## src/rtl/aer_addr_scan_tx.sv

```systemverilog
// rtl/aer_addr_scan_tx.sv - landscape memory scan to 4-phase AER event transmitter
module aer_addr_scan_tx #(
  parameter int bit_addr = 9,
  parameter int bit_w    = 8,
  parameter int bit_cnt  = 16
) (
  input  logic                clk,
  input  logic                clr,
  input  logic                start_i,
  input  logic [bit_addr-1:0] addr_fin_i,
  output logic                mem_rd_o,
  output logic [bit_addr-1:0] mem_addr_o,
  input  logic [bit_w-1:0]    mem_data_i,
  output logic [bit_addr-1:0] aer_addr_o,
  output logic                aer_req_o,
  input  logic                aer_ack_i,
  output logic                busy_o,
  output logic                done_o,
  output logic [bit_cnt-1:0]  ev_count_o
);

  typedef enum logic [2:0] {
    S_IDLE,
    S_READ,
    S_CHECK,
    S_REQ,
    S_WAIT_HI,
    S_WAIT_LO,
    S_NEXT,
    S_DONE
  } state_t;

  localparam logic [bit_addr-1:0] addr_one = 1;
  localparam logic [bit_w-1:0]    w_one    = 1;
  localparam logic [bit_cnt-1:0]  cnt_one  = 1;

  state_t              state_q;
  logic                ack_s1_q;
  logic                ack_s_q;
  logic [bit_addr-1:0] a_q;
  logic [bit_addr-1:0] fin_q;
  logic [bit_w-1:0]    rep_q;
  logic [bit_addr-1:0] mem_addr_q;
  logic                mem_rd_q;
  logic [bit_addr-1:0] aer_addr_q;
  logic                aer_req_q;
  logic                busy_q;
  logic                done_q;
  logic [bit_cnt-1:0]  ev_count_q;

  // Two-flop synchronizer: aer_ack comes from an off-chip receiver in another clock domain
  always_ff @(posedge clk or posedge clr) begin
    if (clr) begin
      ack_s1_q <= 1'b0;
      ack_s_q  <= 1'b0;
    end else begin
      ack_s1_q <= aer_ack_i;
      ack_s_q  <= ack_s1_q;
    end
  end

  // Scan/handshake FSM; every output is a register updated on the transition that implies it
  always_ff @(posedge clk or posedge clr) begin
    if (clr) begin
      state_q    <= S_IDLE;
      a_q        <= '0;
      fin_q      <= '0;
      rep_q      <= '0;
      mem_addr_q <= '0;
      mem_rd_q   <= 1'b0;
      aer_addr_q <= '0;
      aer_req_q  <= 1'b0;
      busy_q     <= 1'b0;
      done_q     <= 1'b0;
      ev_count_q <= '0;
    end else begin
      case (state_q)
        S_IDLE: begin
          done_q <= 1'b0;
          if (start_i) begin
            fin_q      <= addr_fin_i;
            a_q        <= '0;
            mem_addr_q <= '0;
            mem_rd_q   <= 1'b1;
            ev_count_q <= '0;
            busy_q     <= 1'b1;
            state_q    <= S_READ;
          end
        end

        S_READ: begin
          mem_rd_q <= 1'b0;
          state_q  <= S_CHECK;
        end

        S_CHECK: begin
          if (mem_data_i == '0) begin
            state_q <= S_NEXT;
          end else begin
            rep_q <= mem_data_i;
            // The bus address may only move while the receiver's ack is low;
            // a stale ack defers the update to REQ.
            if (!ack_s_q) begin
              aer_addr_q <= a_q;
            end
            state_q <= S_REQ;
          end
        end

        S_REQ: begin
          if (!ack_s_q) begin
            if (aer_addr_q == a_q) begin
              aer_req_q <= 1'b1;
              state_q   <= S_WAIT_HI;
            end else begin
              // Address set up one cycle ahead of the request edge
              aer_addr_q <= a_q;
            end
          end
        end

        S_WAIT_HI: begin
          if (ack_s_q) begin
            aer_req_q <= 1'b0;
            rep_q     <= rep_q - w_one;
            if (ev_count_q != '1) begin
              ev_count_q <= ev_count_q + cnt_one;
            end
            state_q <= S_WAIT_LO;
          end
        end

        S_WAIT_LO: begin
          if (!ack_s_q) begin
            state_q <= (rep_q != '0) ? S_REQ : S_NEXT;
          end
        end

        S_NEXT: begin
          // Compare before incrementing so a full-range scan never wraps to 0
          if (a_q == fin_q) begin
            done_q  <= 1'b1;
            busy_q  <= 1'b0;
            state_q <= S_DONE;
          end else begin
            a_q        <= a_q + addr_one;
            mem_addr_q <= a_q + addr_one;
            mem_rd_q   <= 1'b1;
            state_q    <= S_READ;
          end
        end

        S_DONE: begin
          done_q  <= 1'b0;
          state_q <= S_IDLE;
        end

        default: begin
          state_q <= S_IDLE;
        end
      endcase
    end
  end

  assign mem_rd_o   = mem_rd_q;
  assign mem_addr_o = mem_addr_q;
  assign aer_addr_o = aer_addr_q;
  assign aer_req_o  = aer_req_q;
  assign busy_o     = busy_q;
  assign done_o     = done_q;
  assign ev_count_o = ev_count_q;

endmodule
```

## config.mk

```make
export PLATFORM = sky130hd
export DESIGN_NAME = aer_addr_scan_tx
export DESIGN_NICKNAME = d
export VERILOG_FILES = /design/src/rtl/aer_addr_scan_tx.sv
export SDC_FILE = /design/constraint.sdc
export NUM_CORES = 1
export LEC_CHECK = 0
export BUFFER_PORTS_ARGS = -buffer_cell sky130_fd_sc_hd__buf_4
export CAP_MARGIN = 20
export CORE_MARGIN = 8
export CORE_UTILIZATION = 50
export DETAILED_ROUTE_END_ITERATION = 7
export HOLD_SLACK_MARGIN = 0.1
export PLACE_DENSITY = 0.75
export SYNTH_ARGS = -nofsm -noshare
export SYNTH_HDL_FRONTEND = slang
export SYNTH_SLANG_ARGS = --single-unit
```

## constraint.sdc

```tcl
create_clock -name clk -period 2.06 [get_ports clk]
set_clock_uncertainty 0.15 [all_clocks]
set_input_delay 0 -clock clk [delete_from_list [all_inputs] [get_ports clk]]
set_output_delay 0 -clock clk [all_outputs]
set_load 0.05 [all_outputs]
```

==> impl_metrics.json <==
{
  "clk-insertion-delay-late_ps": 340,
  "final_common_cell": "buf_4",
  "path_class": "register to register",
  "io_pins": 59,
  "core-area_um2": 6390,
  "cp_max_fo": 10,
  "overflow": 0,
  "syn-cell-area_um2": 3300,
  "grt_max_degree": 37,
  "worstSetupEndpointType": "register",
  "slew_viol_final": 0,
  "outcome": "complete, no violations",
  "grt_setup_unrepaired": "yes",
  "startpoint_type": "register",
  "worstPathArrival_ps": 2080,
  "port-buffer-count": 58,
  "vdd_drop_max_uv": 1100,
  "max_stage_delay_ps": 470,
  "finalHoldViolCount": 0,
  "ys_seq_area_share_pct": 45.4,
  "start_util_pct": 51.7,
  "synth_edf_count": 0,
  "cts_tree": "done",
  "grt_pass1_vias": 3008,
  "totalWireLength_um": 8640,
  "final_antenna_net_count": 0,
  "place.gp.congestion": 0.888,
  "path_clk_slew_ps": 70,
  "dieArea_um2": 9470,
  "htreeDepth": 3,
  "firstDrtPassIters": 4,
  "hp-class": "input port to async pin",
  "setup-violations-final": 0,
  "period_needed_ps": 2010,
  "crit_required_ps": 2140,
  "tightest_slew_ps": 548,
  "final_cell_mix": "89 x buf_4, 52 x nand2_1, 43 x dfrtp_1",
  "synthCells": 363,
  "synth_warnings": 0,
  "syn_to_final_growth_pct": 35.9,
  "drv_cap": 0,
  "drcViolationCount": 0,
  "track_usage_pct": 18.6,
  "p_leak_uw": 0.00204,
  "grt_first_pass_wirelength_um": 14700,
  "grt_antenna_before_repair": 1,
  "powerDensity_nw_per_um2": 1370,
  "avgSynthCellArea_um2": 9.10,
  "layout-drive-gt1-share_pct": 32.9,
  "first_iter_violations": 185,
  "die-height_um": 97.3,
  "cts_root_buf": "clkbuf_8",
  "clockBufferDepth": 2,
  "cp_num_buf_inv": 0,
  "dp_hpwl_um": 6150,
  "synth.net_count": 387,
  "drt-vias-per-instance": 5.57,
  "synthArstFlopShare_pct": 100,
  "cts_buffers": 9,
  "die_x_um": 97.3,
  "cts_sinks": 60,
  "post-cts-setup-buffers": 0,
  "path_cells": "or2_1 -> a21o_1 -> nor4_1 -> xnor2_1 -> nor2_1",
  "ys.flop_type": "dfrtp_1",
  "fillCellCount": 486,
  "fmax_mhz": 499,
  "timing.final.ws_setup_ps": 54.1,
  "post-route-period-util_pct": 97.4,
  "dp_slack_ps": 39.5,
  "cp_top_family": "simple AND/OR/NAND/NOR gates",
  "synth.distinct_cells": 53,
  "relSlewSlack_pct": 63.4,
  "slowest_stage": "dfrtp_1",
  "routedWlPerCell_um": 15.9,
  "finalNetCount": 484,
  "ys_ff_latch": 60,
  "via_count": 3026,
  "fin_util_pct": 70.3,
  "rows": 29
}
==> worst register-to-register path, cell delays in order (launching register included) <==
cell	delay, ps
dfrtp_1	470
or2_1	320
a21o_1	300
nor4_1	420
xnor2_1	170
nor2_1	60
==> cells in the mapped netlist, types with 2 or more instances <==
library cell | n | share of area [%]
a221o_1 | 2 | 0.61
nand2b_1 | 6 | 1.1
nand2_1 | 52 | 5.9
or2_2 | 3 | 0.57
and3b_1 | 2 | 0.53
or3_1 | 4 | 0.76
nor3b_1 | 2 | 0.45
o21a_1 | 2 | 0.45
and2_1 | 3 | 0.57
a2bb2oi_1 | 3 | 0.80
nor4_1 | 10 | 1.9
o311ai_0 | 2 | 0.53
nor2_1 | 33 | 3.7
nand4_1 | 8 | 1.5
a21o_1 | 6 | 1.4
xnor2_1 | 31 | 8.2
inv_1 | 6 | 0.68
o31ai_1 | 3 | 0.68
a21oi_1 | 14 | 2.1
clkbuf_1 | 12 | 1.4
a31oi_1 | 3 | 0.57
nor3_1 | 9 | 1.4
dfrtp_1 | 60 | 45
buf_2 | 11 | 1.7
o21bai_1 | 2 | 0.45
xor2_1 | 2 | 0.53
o21ai_0 | 17 | 2.6
ha_1 | 3 | 1.1
mux2_2 | 10 | 3.4
nand3_1 | 17 | 2.6
nor2b_1 | 3 | 0.57
==> state kept, by name, indices dropped and copies added (netlist names) <==
register,flops
state_q,3
aer_req_o,1
fin_q,9
mem_addr_o,9
ack_s_q,1
busy_o,1
done_o,1
rep_q,8
aer_addr_o,9
ev_count_o,16
ack_s1_q,1
mem_rd_o,1
==> logic make-up (layout without fill, tap and decap cells) <==
| logic type | after synthesis | in the layout | share of synthesized area (%) |
|---|---|---|---|
| compound gates | 65 | 65 | 13.1 |
| xor+xnor | 33 | 33 | 8.75 |
| fa+ha+maj | 3 | 3 | 1.14 |
| buf+inv | 30 | 132 | 3.86 |
| flops | 60 | 60 | 45.4 |
| mux | 10 | 10 | 3.41 |
| other cells | 0 | 1 | 0 |
| simple gates | 162 | 162 | 24.3 |
==> area by class of cell <==
class / count / area [um^2] / share of cell area [%]
flip-flops and latches: 60 / 1520 / 33.9
clock inverters: 6 / 80.1 / 1.78
multi-input cells: 273 / 1750 / 39.0
repair buffers: 110 / 888 / 19.8
diodes: 1 / 2.50 / 0.0557
well taps: 77 / 96.3 / 2.15
clock buffers: 10 / 128 / 2.84
inverters: 6 / 22.5 / 0.502
==> repair_timing <==
action	CTS	global route
setup endpoints to repair	0	23
resized for setup	0	7
hold buffers	20	0
hold endpoints to repair	85	0
==> metrics by stage <==
stage	setup TNS, ps	hold slack, ps	cell area, um^2	cells	power, uW
5_1_grt	-215	168	4490	543	6520
4_1_cts	0	122	4460	542	6140
6_report	0	110	4490	543	6130
3_3_place_gp	0	-63.8	4050	506	4890
3_5_place_dp	0	-63.0	4050	506	4960
2_1_floorplan	-15.8	-119	3420	363	4130
==> routing by layer <==
layer  vias up  wire length, um  GRT usage, %
li1       1470                -             -
met5         -                0             0
met3        13              506          5.83
met4         0              150          6.41
met1      1458             3920          23.7
met2        85             4060          29.1
==> power breakdown <==
group / leakage, uW / total, uW / switching [uW] / internal, uW
combinational: 0.00117 / 2960 / 1740 / 1220
sequential: 0.000760 / 2050 / 476 / 1570
clock: 0.000110 / 1120 / 451 / 672
==> worst paths after layout <==
path | start | endpoint | slack (ps) | depth (start not counted)
max | state_q[1] | ev_count_o[12] | 50 | 5
min | clr | ack_s_q | 110 | 3
max reg2reg | state_q[1] | ev_count_o[12] | 50 | 5
min reg2reg | ack_s1_q | ack_s_q | 200 | 0
max in group asynchronous | clr | mem_addr_o[6] | 1040 | 4
min in group clk | aer_ack_i | ack_s1_q | 160 | 2
Power figures use the tool's default switching activity.
